File: config.mk
export PLATFORM = sky130hd
export DESIGN_NAME = chip_74157n_emulator_flat
export DESIGN_NICKNAME = d
export VERILOG_FILES = /design/src/rtl/chip_74157n_emulator_if.sv /design/src/rtl/chip_74157n_emulator.sv /design/src/flat_wrapper.sv
export SDC_FILE = /design/constraint.sdc
export NUM_CORES = 1
export LEC_CHECK = 0
export BUFFER_PORTS_ARGS = -buffer_cell sky130_fd_sc_hd__buf_2
export CAP_MARGIN = 10
export CORE_MARGIN = 5
export CORE_UTILIZATION = 45
export CTS_CLUSTER_SIZE = 10
export DETAILED_ROUTE_END_ITERATION = 10
export PLACE_DENSITY = 0.7
export SLEW_MARGIN = 30
export SYNTH_ARGS = -nofsm -noshare
export SYNTH_HDL_FRONTEND = slang
export SYNTH_HIERARCHICAL = 1
export SYNTH_SLANG_ARGS = --single-unit
File: constraint.sdc
create_clock -name Clk -period 3.3 [get_ports Clk]
set_input_delay 0.495 -clock Clk [delete_from_list [all_inputs] [get_ports Clk]]
set_output_delay 0.495 -clock Clk [all_outputs]
set_load 0.02 [all_outputs]
File: src/rtl/chip_74157n_emulator_if.sv
// Socket-side pin bundle for the 74157 emulator: select/strobe/data pins in,
// Y pins out, plus the vector counter and fault-injection controls.
interface chip_74157n_emulator_if #(
  parameter int CNT_W = 8
);
  logic             Pin1, Pin2, Pin3, Pin5, Pin6, Pin11, Pin10, Pin14, Pin13, Pin15;
  logic             Pin4, Pin7, Pin9, Pin12;
  logic             Count_Clr;
  logic [CNT_W-1:0] Vec_Count;
  logic             Fault_Load;
  logic [1:0]       Fault_Lane;
  logic [1:0]       Fault_Type;
  logic             Fault_Clr;
  logic             Fault_Active;

  modport master (
    output Pin1, Pin2, Pin3, Pin5, Pin6, Pin11, Pin10, Pin14, Pin13, Pin15,
    output Count_Clr, Fault_Load, Fault_Lane, Fault_Type, Fault_Clr,
    input  Pin4, Pin7, Pin9, Pin12, Vec_Count, Fault_Active
  );

  modport slave (
    input  Pin1, Pin2, Pin3, Pin5, Pin6, Pin11, Pin10, Pin14, Pin13, Pin15,
    input  Count_Clr, Fault_Load, Fault_Lane, Fault_Type, Fault_Clr,
    output Pin4, Pin7, Pin9, Pin12, Vec_Count, Fault_Active
  );
endinterface

File: src/rtl/chip_74157n_emulator.sv
// Cycle-accurate 74157 quad 2:1 selector stand-in with registered Y pins.
// Fault injection is built only when CHIP_74157N_FAULT_INJECT_EN is defined.

// One selector lane with its optional fault override.
module chip_74157n_lane (
  input  logic       a,
  input  logic       b,
  input  logic       s,
  input  logic       g_n,
  input  logic       fault_on,
  input  logic [1:0] fault_type,
  output logic       y
);
  logic f;
  assign f = g_n ? 1'b0 : (s ? b : a);

  always_comb begin
    y = f;
    if (fault_on) begin
      case (fault_type)
        2'b01:   y = 1'b0;
        2'b10:   y = 1'b1;
        2'b11:   y = ~f;
        default: y = f;
      endcase
    end
  end
endmodule

module chip_74157n_emulator #(
  parameter int PROP_DELAY = 2,   // 1..8
  parameter int CNT_W      = 8
) (
  input logic                    Clk,
  input logic                    Reset,
  chip_74157n_emulator_if.slave  bus
);
  localparam int NUM_LANES = 4;

  // V = {S, G_n, A[3:0], B[3:0]}
  logic [9:0] pins, sync1_q, sync2_q, prev_q;
  logic       v_s, v_g_n, vec_chg;
  logic [NUM_LANES-1:0] v_a, v_b, y_d, fault_hit;
  logic [1:0] fault_type;
  logic [PROP_DELAY-1:0][NUM_LANES-1:0] pipe_q;
  logic [CNT_W-1:0] cnt_q;

  assign pins = {bus.Pin1, bus.Pin15,
                 bus.Pin14, bus.Pin11, bus.Pin5, bus.Pin2,
                 bus.Pin13, bus.Pin10, bus.Pin6, bus.Pin3};

  assign v_s     = sync2_q[9];
  assign v_g_n   = sync2_q[8];
  assign v_a     = sync2_q[7:4];
  assign v_b     = sync2_q[3:0];
  assign vec_chg = (sync2_q != prev_q);

  always_ff @(posedge Clk or posedge Reset) begin
    if (Reset) begin
      sync1_q <= '0;
      sync2_q <= '0;
      prev_q  <= '0;
    end else begin
      sync1_q <= pins;
      sync2_q <= sync1_q;
      prev_q  <= sync2_q;
    end
  end

  // Saturating change counter; clear beats a coincident increment.
  always_ff @(posedge Clk or posedge Reset) begin
    if (Reset)                        cnt_q <= '0;
    else if (bus.Count_Clr)           cnt_q <= '0;
    else if (vec_chg && cnt_q != '1)  cnt_q <= cnt_q + 1'b1;
  end

`ifdef CHIP_74157N_FAULT_INJECT_EN
  typedef enum logic [1:0] {F_IDLE, F_ARMED, F_ACTIVE} fstate_e;
  fstate_e    state_q, state_d;
  logic       latch_cfg;
  logic [1:0] lane_q, type_q;

  always_ff @(posedge Clk or posedge Reset) begin
    if (Reset) begin
      state_q <= F_IDLE;
      lane_q  <= '0;
      type_q  <= '0;
    end else begin
      state_q <= state_d;
      if (latch_cfg) begin
        lane_q <= bus.Fault_Lane;
        type_q <= bus.Fault_Type;
      end
    end
  end

  // A fresh load always re-arms, so an active fault drops out immediately.
  always_comb begin
    state_d   = state_q;
    latch_cfg = 1'b0;
    if (bus.Fault_Clr)
      state_d = F_IDLE;
    else if (bus.Fault_Load && bus.Fault_Type == 2'b00)
      state_d = F_IDLE;
    else if (bus.Fault_Load) begin
      state_d   = F_ARMED;
      latch_cfg = 1'b1;
    end else if (state_q == F_ARMED && vec_chg)
      state_d = F_ACTIVE;
  end

  assign fault_type       = type_q;
  assign bus.Fault_Active = (state_q == F_ACTIVE);
  for (genvar i = 0; i < NUM_LANES; i++) begin : g_hit
    assign fault_hit[i] = (state_q == F_ACTIVE) && (lane_q == 2'(i));
  end
`else
  logic unused_fault;
  assign unused_fault     = ^{bus.Fault_Load, bus.Fault_Lane, bus.Fault_Type, bus.Fault_Clr};
  assign fault_type       = 2'b00;
  assign fault_hit        = '0;
  assign bus.Fault_Active = 1'b0;
`endif

  for (genvar i = 0; i < NUM_LANES; i++) begin : g_lane
    chip_74157n_lane u_lane (
      .a          (v_a[i]),
      .b          (v_b[i]),
      .s          (v_s),
      .g_n        (v_g_n),
      .fault_on   (fault_hit[i]),
      .fault_type (fault_type),
      .y          (y_d[i])
    );
  end

  always_ff @(posedge Clk or posedge Reset) begin
    if (Reset) begin
      pipe_q <= '0;
    end else begin
      pipe_q[0] <= y_d;
      for (int i = 1; i < PROP_DELAY; i++) pipe_q[i] <= pipe_q[i-1];
    end
  end

  assign bus.Pin4      = pipe_q[PROP_DELAY-1][0];
  assign bus.Pin7      = pipe_q[PROP_DELAY-1][1];
  assign bus.Pin9      = pipe_q[PROP_DELAY-1][2];
  assign bus.Pin12     = pipe_q[PROP_DELAY-1][3];
  assign bus.Vec_Count = cnt_q;
endmodule
File: src/flat_wrapper.sv
// flat-port wrapper written by rule: the top's interface ports become plain ports
module chip_74157n_emulator_flat 
#(
  parameter int PROP_DELAY = 2,          
  parameter int CNT_W      = 8
)
  (Clk, Reset, bus_Pin1, bus_Pin2, bus_Pin3, bus_Pin5, bus_Pin6, bus_Pin11, bus_Pin10, bus_Pin14, bus_Pin13, bus_Pin15, bus_Count_Clr, bus_Fault_Load, bus_Fault_Lane, bus_Fault_Type, bus_Fault_Clr, bus_Pin4, bus_Pin7, bus_Pin9, bus_Pin12, bus_Vec_Count, bus_Fault_Active);
  chip_74157n_emulator_if #(.CNT_W(CNT_W)) bus_i ();
  input logic Clk;
  input logic Reset;
  input wire logic [$bits(bus_i.Pin1)-1:0] bus_Pin1;
  input wire logic [$bits(bus_i.Pin2)-1:0] bus_Pin2;
  input wire logic [$bits(bus_i.Pin3)-1:0] bus_Pin3;
  input wire logic [$bits(bus_i.Pin5)-1:0] bus_Pin5;
  input wire logic [$bits(bus_i.Pin6)-1:0] bus_Pin6;
  input wire logic [$bits(bus_i.Pin11)-1:0] bus_Pin11;
  input wire logic [$bits(bus_i.Pin10)-1:0] bus_Pin10;
  input wire logic [$bits(bus_i.Pin14)-1:0] bus_Pin14;
  input wire logic [$bits(bus_i.Pin13)-1:0] bus_Pin13;
  input wire logic [$bits(bus_i.Pin15)-1:0] bus_Pin15;
  input wire logic [$bits(bus_i.Count_Clr)-1:0] bus_Count_Clr;
  input wire logic [$bits(bus_i.Fault_Load)-1:0] bus_Fault_Load;
  input wire logic [$bits(bus_i.Fault_Lane)-1:0] bus_Fault_Lane;
  input wire logic [$bits(bus_i.Fault_Type)-1:0] bus_Fault_Type;
  input wire logic [$bits(bus_i.Fault_Clr)-1:0] bus_Fault_Clr;
  output wire logic [$bits(bus_i.Pin4)-1:0] bus_Pin4;
  output wire logic [$bits(bus_i.Pin7)-1:0] bus_Pin7;
  output wire logic [$bits(bus_i.Pin9)-1:0] bus_Pin9;
  output wire logic [$bits(bus_i.Pin12)-1:0] bus_Pin12;
  output wire logic [$bits(bus_i.Vec_Count)-1:0] bus_Vec_Count;
  output wire logic [$bits(bus_i.Fault_Active)-1:0] bus_Fault_Active;
  assign bus_i.Pin1 = bus_Pin1;
  assign bus_i.Pin2 = bus_Pin2;
  assign bus_i.Pin3 = bus_Pin3;
  assign bus_i.Pin5 = bus_Pin5;
  assign bus_i.Pin6 = bus_Pin6;
  assign bus_i.Pin11 = bus_Pin11;
  assign bus_i.Pin10 = bus_Pin10;
  assign bus_i.Pin14 = bus_Pin14;
  assign bus_i.Pin13 = bus_Pin13;
  assign bus_i.Pin15 = bus_Pin15;
  assign bus_i.Count_Clr = bus_Count_Clr;
  assign bus_i.Fault_Load = bus_Fault_Load;
  assign bus_i.Fault_Lane = bus_Fault_Lane;
  assign bus_i.Fault_Type = bus_Fault_Type;
  assign bus_i.Fault_Clr = bus_Fault_Clr;
  assign bus_Pin4 = bus_i.Pin4;
  assign bus_Pin7 = bus_i.Pin7;
  assign bus_Pin9 = bus_i.Pin9;
  assign bus_Pin12 = bus_i.Pin12;
  assign bus_Vec_Count = bus_i.Vec_Count;
  assign bus_Fault_Active = bus_i.Fault_Active;
  chip_74157n_emulator #(.PROP_DELAY(PROP_DELAY), .CNT_W(CNT_W)) u_core (.Clk(Clk), .Reset(Reset), .bus(bus_i));
endmodule
After elaboration in Yosys (flattened, before gate mapping)
Index checks and enable logic that the tools add are counted.
{"block": "word_totals", "reg_bits": 46, "latch_bits": 0, "input_bits": 19, "output_inout_bits": 13, "mem_count": 0, "rom_bits": 0, "ram_bits": 0}
{"block": "classes", "eq_ne": 2, "n_addsub": 1, "magnitude_cmp": 0, "shift": 0, "div": 0, "reduce_logical": 2, "multipliers": 0, "bitwise_logic": 0, "mux": 10}
{"cell": "$mux W8", "count": 2}
{"cell": "$ne A10 B10 Y1", "count": 1}
{"cell": "$add A8 B1 Y8 const B", "count": 1}
{"cell": "$mux W1", "count": 8}
{"cell": "$ne A8 B8 Y1 const B", "count": 1}
{"cell": "$reduce_bool A2 Y1", "count": 1}
{"cell": "$logic_and A1 B1 Y1", "count": 1}

Depth between registers and ports, before layout
{"block": "depth", "depth_word": 4, "ltp_mapped": 6, "mapped_depth_nobuf": 6}

By module
Netlist, hierarchy kept.
{"mod": "chip_74157n_emulator", "instances": 1, "area_each_um2": 1557.7, "cells_each": 98}
{"mod": "chip_74157n_lane", "instances": 4, "area_each_um2": 30.0, "cells_each": 4}

Worst setup path before layout
Ideal clock, no wire load.
{"block": "synth_timing", "path_kind": "reg2reg", "from": "register u_core.cnt_q[0] (netlist: u_core/bus.Vec_Count[0])", "to": "register u_core.cnt_q[3] (netlist: u_core/bus.Vec_Count[3])", "setup_ps": 125, "t_arrival_ps": 1630, "period_less_slack_ps": 1755, "stages_incl_launch_ff": 7, "required_time_ps": 3175, "n_path_buf": 0, "slack_ps": 1545, "cell_sequence": "dfrtp_1 > ha_1 > nand2_1 > nor3_1 > a31oi_4 > nor2b_4 > mux2_4"}
{"block": "synth_via", "elab_chain_cells": 3, "word_cells_on_any_way": 6, "classes_between": "1 x add/sub; 1 x eq/ne; 2 x mux; 2 x reduce/logical"}
{"item": "from (decl)", "line": "chip_74157n_emulator.sv:46", "text": "logic [CNT_W-1:0] cnt_q;"}
{"item": "from (signal assigned)", "line": "chip_74157n_emulator.sv:74", "text": "else if (vec_chg && cnt_q != '1) cnt_q <= cnt_q + 1'b1;"}
{"item": "$add A8 B1 Y8 / $ne A8 B8 Y1 (equally long branches)", "line": "chip_74157n_emulator.sv:74"}
{"item": "$mux W8 / $logic_and A1 B1 Y1 (equally long branches)", "line": "chip_74157n_emulator.sv:74"}
{"item": "$mux W8 / $reduce_bool A2 Y1 (equally long branches)"}
Parallel ways exist; a longest one is shown, timed or not. The select of a mux whose other input is x is not followed.
A chain may end at the register's enable or synchronous reset.

Worst setup path in the final report
{"block": "layout_timing", "from": "register u_core.sync2_q[8]", "to": "register u_core.cnt_q[4] (netlist: u_core/bus.Vec_Count[4])"}
{"block": "layout_via", "elab_chain_cells": 3}
{"item": "from (decl)", "line": "chip_74157n_emulator.sv:41", "text": "logic [9:0] pins, sync1_q, sync2_q, prev_q;"}
{"item": "from (signal assigned)", "line": "chip_74157n_emulator.sv:65", "text": "sync2_q <= sync1_q;"}
{"item": "$ne A10 B10 Y1", "line": "chip_74157n_emulator.sv:56", "text": "assign vec_chg = (sync2_q != prev_q);"}
{"item": "$logic_and A1 B1 Y1", "line": "chip_74157n_emulator.sv:74"}
{"item": "$reduce_bool A2 Y1 (no line)"}
Every way passes these cells.

==> out/metrics.csv <==
stage,metric,value,unit
outcome,status,finished clean,
setup_path,start_kind,register,
place,io_buffers,24,
logic_synthesis,yosysUniqueCellTypes,30,
min_path,hold_class,primary input to async pin,
setup_path,r2r_end,u_core/bus.Vec_Count[4],
sta,slew_violations,0,
clock_network,cts_resized,0,
route,drc_errors,0,
sta,finalCriticalPeriod,1800,ps
logic_synthesis,ys.flop_type,dfrtp_1,
route,drt_iter0_markers,51,
clock_network,path_clk_slew,90,ps
power_and_ir_drop,p_switching,250,µW
sta,period_share,54.5,%
logic_synthesis,synth_edf_count,0,
clock_network,root_buffer,clkbuf_8,
logic_synthesis,syn_area,1680,µm²
setup_path,crit_slowest_cell,dfrtp_1,
power_and_ir_drop,comb_power_share,7.3,%
logic_synthesis,ys_async_sr_fraction,100,%
logic_synthesis,synth_top_family_by_area,simple AND/OR/NAND/NOR gates,
logic_synthesis,syn-instance-count,114,
setup_path,cp_slowest_stage_delay,490,ps
logic_synthesis,synth_xor_area_share,5.74,%
sta,slew_headroom,55.9,%
setup_path,worstRegToRegCells,5,
sta,clock.fmax,556,MHz
global_routing,grt_pass1_vias,986,
run,maxCapViolations,0,
route,ant_nets,0,
route,first_pass_iters,4,
power_and_ir_drop,pwr-share-clk,37.1,%
route,vias,978,
clock_network,cts-buffers-inserted,5,
cells_and_area,nets,180,
logic_synthesis,syn_area_per_cell,14.7,µm²
power_and_ir_drop,total_power,1.10,mW
cells_and_area,num_antenna_cells,0,
logic_synthesis,seq_area_frac_synth,68.6,%
power_and_ir_drop,seqPwrFrac,55.6,%
sta,finalSetupViolations,0,
sta,hold_viol,0,
cells_and_area,fin_util,55.8,%
power_and_ir_drop,swShare,22.8,%
setup_path,path_class,register to register,
clock_network,postCtsSetupRepairBufs,0,
global_routing,grtUsageTotal,11.1,%
clock_network,cts_hold_buf,0,
power_and_ir_drop,power_density,541,nW/µm²
logic_synthesis,yosys_register_bits,46,
floorplan,rows,22,
logic_synthesis,synth_top_area_share,68.6,%
setup_path,cp.arrival,1980,ps
floorplan,die_x,71.1,µm
place,hpwl,1750,µm
setup_path,cp_cell_sequence,xor2_1 > nor4_4 > a31oi_4 > nand4_1 > mux2_1,
logic_synthesis,synth-compound-area-share,8.43,%
cells_and_area,area_growth_syn_to_layout,20.9,%
floorplan,start_util,46.2,%
cells_and_area,fin_cells,209,
power_and_ir_drop,cellLeakagePower,0.974,nW
logic_synthesis,yosysWarnings,6,
place,gp_congestion,0.754,
global_routing,grt_overflow,0,
route,avgRoutedWirePerCell,11.5,µm
sta,rsz0062_at_grt,false,
power_and_ir_drop,irDropWorstVdd,0.000281,V
route,wl,2410,µm
setup_path,r2r-start,u_core/sync2_q[8],
sta,worstMarginPinSlew,658,ps
setup_path,ff2ff_setup_slack,1500,ps
cells_and_area,drive_above_1_share,25.5,%
floorplan,core_area,3630,µm²
clock_network,ctsHtreeMaxLevel,2,
clock_network,clockBufferDepth,2,
logic_synthesis,synthAdderAreaFrac,0.746,%
sta,skew,6.36,ps
clock_network,cts_tree,built,
power_and_ir_drop,internal-power,848,µW
setup_path,crit_required,3480,ps
logic_synthesis,synth_top_area_cell,dfrtp_1,
global_routing,grt_max_degree,28,
setup_path,cp_max_fo,10,
logic_synthesis,synthTopCellsByArea,"dfrtp_1, xor2_1, mux2i_1, nor4_4, a211o_1",
logic_synthesis,muxShareOfSynthArea,4.55,%
global_routing,antenna_found_initial,0,
clock_network,clkSinkCount,46,
route,viasPerCell,4.68,
setup_path,end_kind,register,
logic_synthesis,synth_simple_gate_area_share,10.6,%
place,placed_area,1910,µm²
floorplan,dieArea,5050,µm²
place,numPlacedInstances,201,
logic_synthesis,synth.most_common_cell,dfrtp_1,
sta,setup_tns,0,ps
floorplan,die_y,71.1,µm
global_routing,grt_pass1_wl,4250,µm
cells_and_area,final_area,2030,µm²
floorplan,ioPinCount,32,
clock_network,clk_latency,290,ps
logic_synthesis,yosys-top-cells-count,"dfrtp_1, xor2_1, nand2_1, nor2_1, mux2i_1",
-- worst max path at each step --
stage / start / to / slack (ps) / cells after the start
6_report: u_core/sync2_q[8] / u_core/bus.Vec_Count[4] / 1500 / 5
5_1_grt: u_core/sync2_q[8] / u_core/bus.Vec_Count[4] / 1400 / 5
4_1_cts: u_core/sync2_q[8] / u_core/bus.Vec_Count[4] / 1480 / 5
3_5_place_dp: u_core/sync2_q[8] / u_core/bus.Vec_Count[4] / 1500 / 5
3_3_place_gp: u_core/sync2_q[8] / u_core/bus.Vec_Count[3] / 1530 / 5
2_1_floorplan: u_core/bus.Vec_Count[0] / u_core/bus.Vec_Count[3] / 1540 / 6
-- layout by cell type, fill, tap and decap left out, types with 2 or more instances in the layout --
master | synthesis | final
a211o_1 | 4 | 4
xor2_1 | 10 | 10
nor2b_1 | 2 | 2
o211ai_1 | 4 | 4
clkbuf_8 | 0 | 5
nor4_4 | 2 | 2
nand2_1 | 7 | 7
conb_1 | 1 | 17
a21oi_1 | 4 | 4
a311oi_1 | 2 | 2
mux2i_1 | 5 | 5
nor2_1 | 7 | 7
buf_2 | 0 | 24
dfrtp_1 | 46 | 46
clkinvlp_4 | 0 | 2
nand3_1 | 2 | 2
-- routing by layer --
metal	GRT usage [%]	part of all wire [%]	wire length, µm
met5	0	0	0
met4	6.89	2.7	64
met1	12.5	41	986
met3	4.69	8.2	198
met2	17.5	48	1160
-- registers in the layout (all words and copies together), names as in the netlist --
signal                flops
u_core/pipe_q             4
u_core/prev_q            10
u_core/bus.Pin4           1
u_core/bus.Pin12          1
u_core/bus.Vec_Count      8
u_core/bus.Pin7           1
u_core/sync1_q           10
u_core/sync2_q           10
u_core/bus.Pin9           1
-- critical path, delay by kind of cell, from the launching register on --
family | cells | cell delay (ps)
muxes | 1 | 320
and+or+nand+nor | 2 | 480
AOI/OAI and AO/OA | 1 | 190
DFF | 1 | 490
xor gates and xnor gates | 1 | 210
-- power groups by stage --
stage / Sequential [mW] / Combinational, mW / Clock, mW
2_1_floorplan: 0.629 / 0.0487 / 0
3_3_place_gp: 0.621 / 0.0786 / 0
3_5_place_dp: 0.623 / 0.0804 / 0
4_1_cts: 0.611 / 0.0807 / 0.427
5_1_grt: 0.616 / 0.0881 / 0.445
6_report: 0.611 / 0.0796 / 0.407
-- logic make-up after synthesis --
| group | after synthesis |
|---|---|
| compound gates | 17 |
| xor+xnor | 11 |
| fa+ha+maj | 1 |
| buf+inv | 4 |
| flops | 46 |
| mux | 7 |
| other cells | 1 |
| simple gates | 27 |
-- through the flow --
stage,hold WS [ps],worst slack [ps]
after floorplan,331,1540
after global placement,331,1530
after detailed placement,335,1500
after CTS,199,1480
after global routing,230,1400
final,201,1500
-- final cells by class --
| cell class | count | area [µm²] |
|---|---|---|
| fill | 335 | 1610 |
| sequential | 46 | 1150 |
| multi-input combinational | 80 | 568 |
| timing repair buffer | 25 | 128 |
| clock buffer | 5 | 68.8 |
| tap | 48 | 60.1 |
| clock inverter | 3 | 45.0 |
| inverter | 2 | 7.51 |
Power figures use the tool's default switching activity.
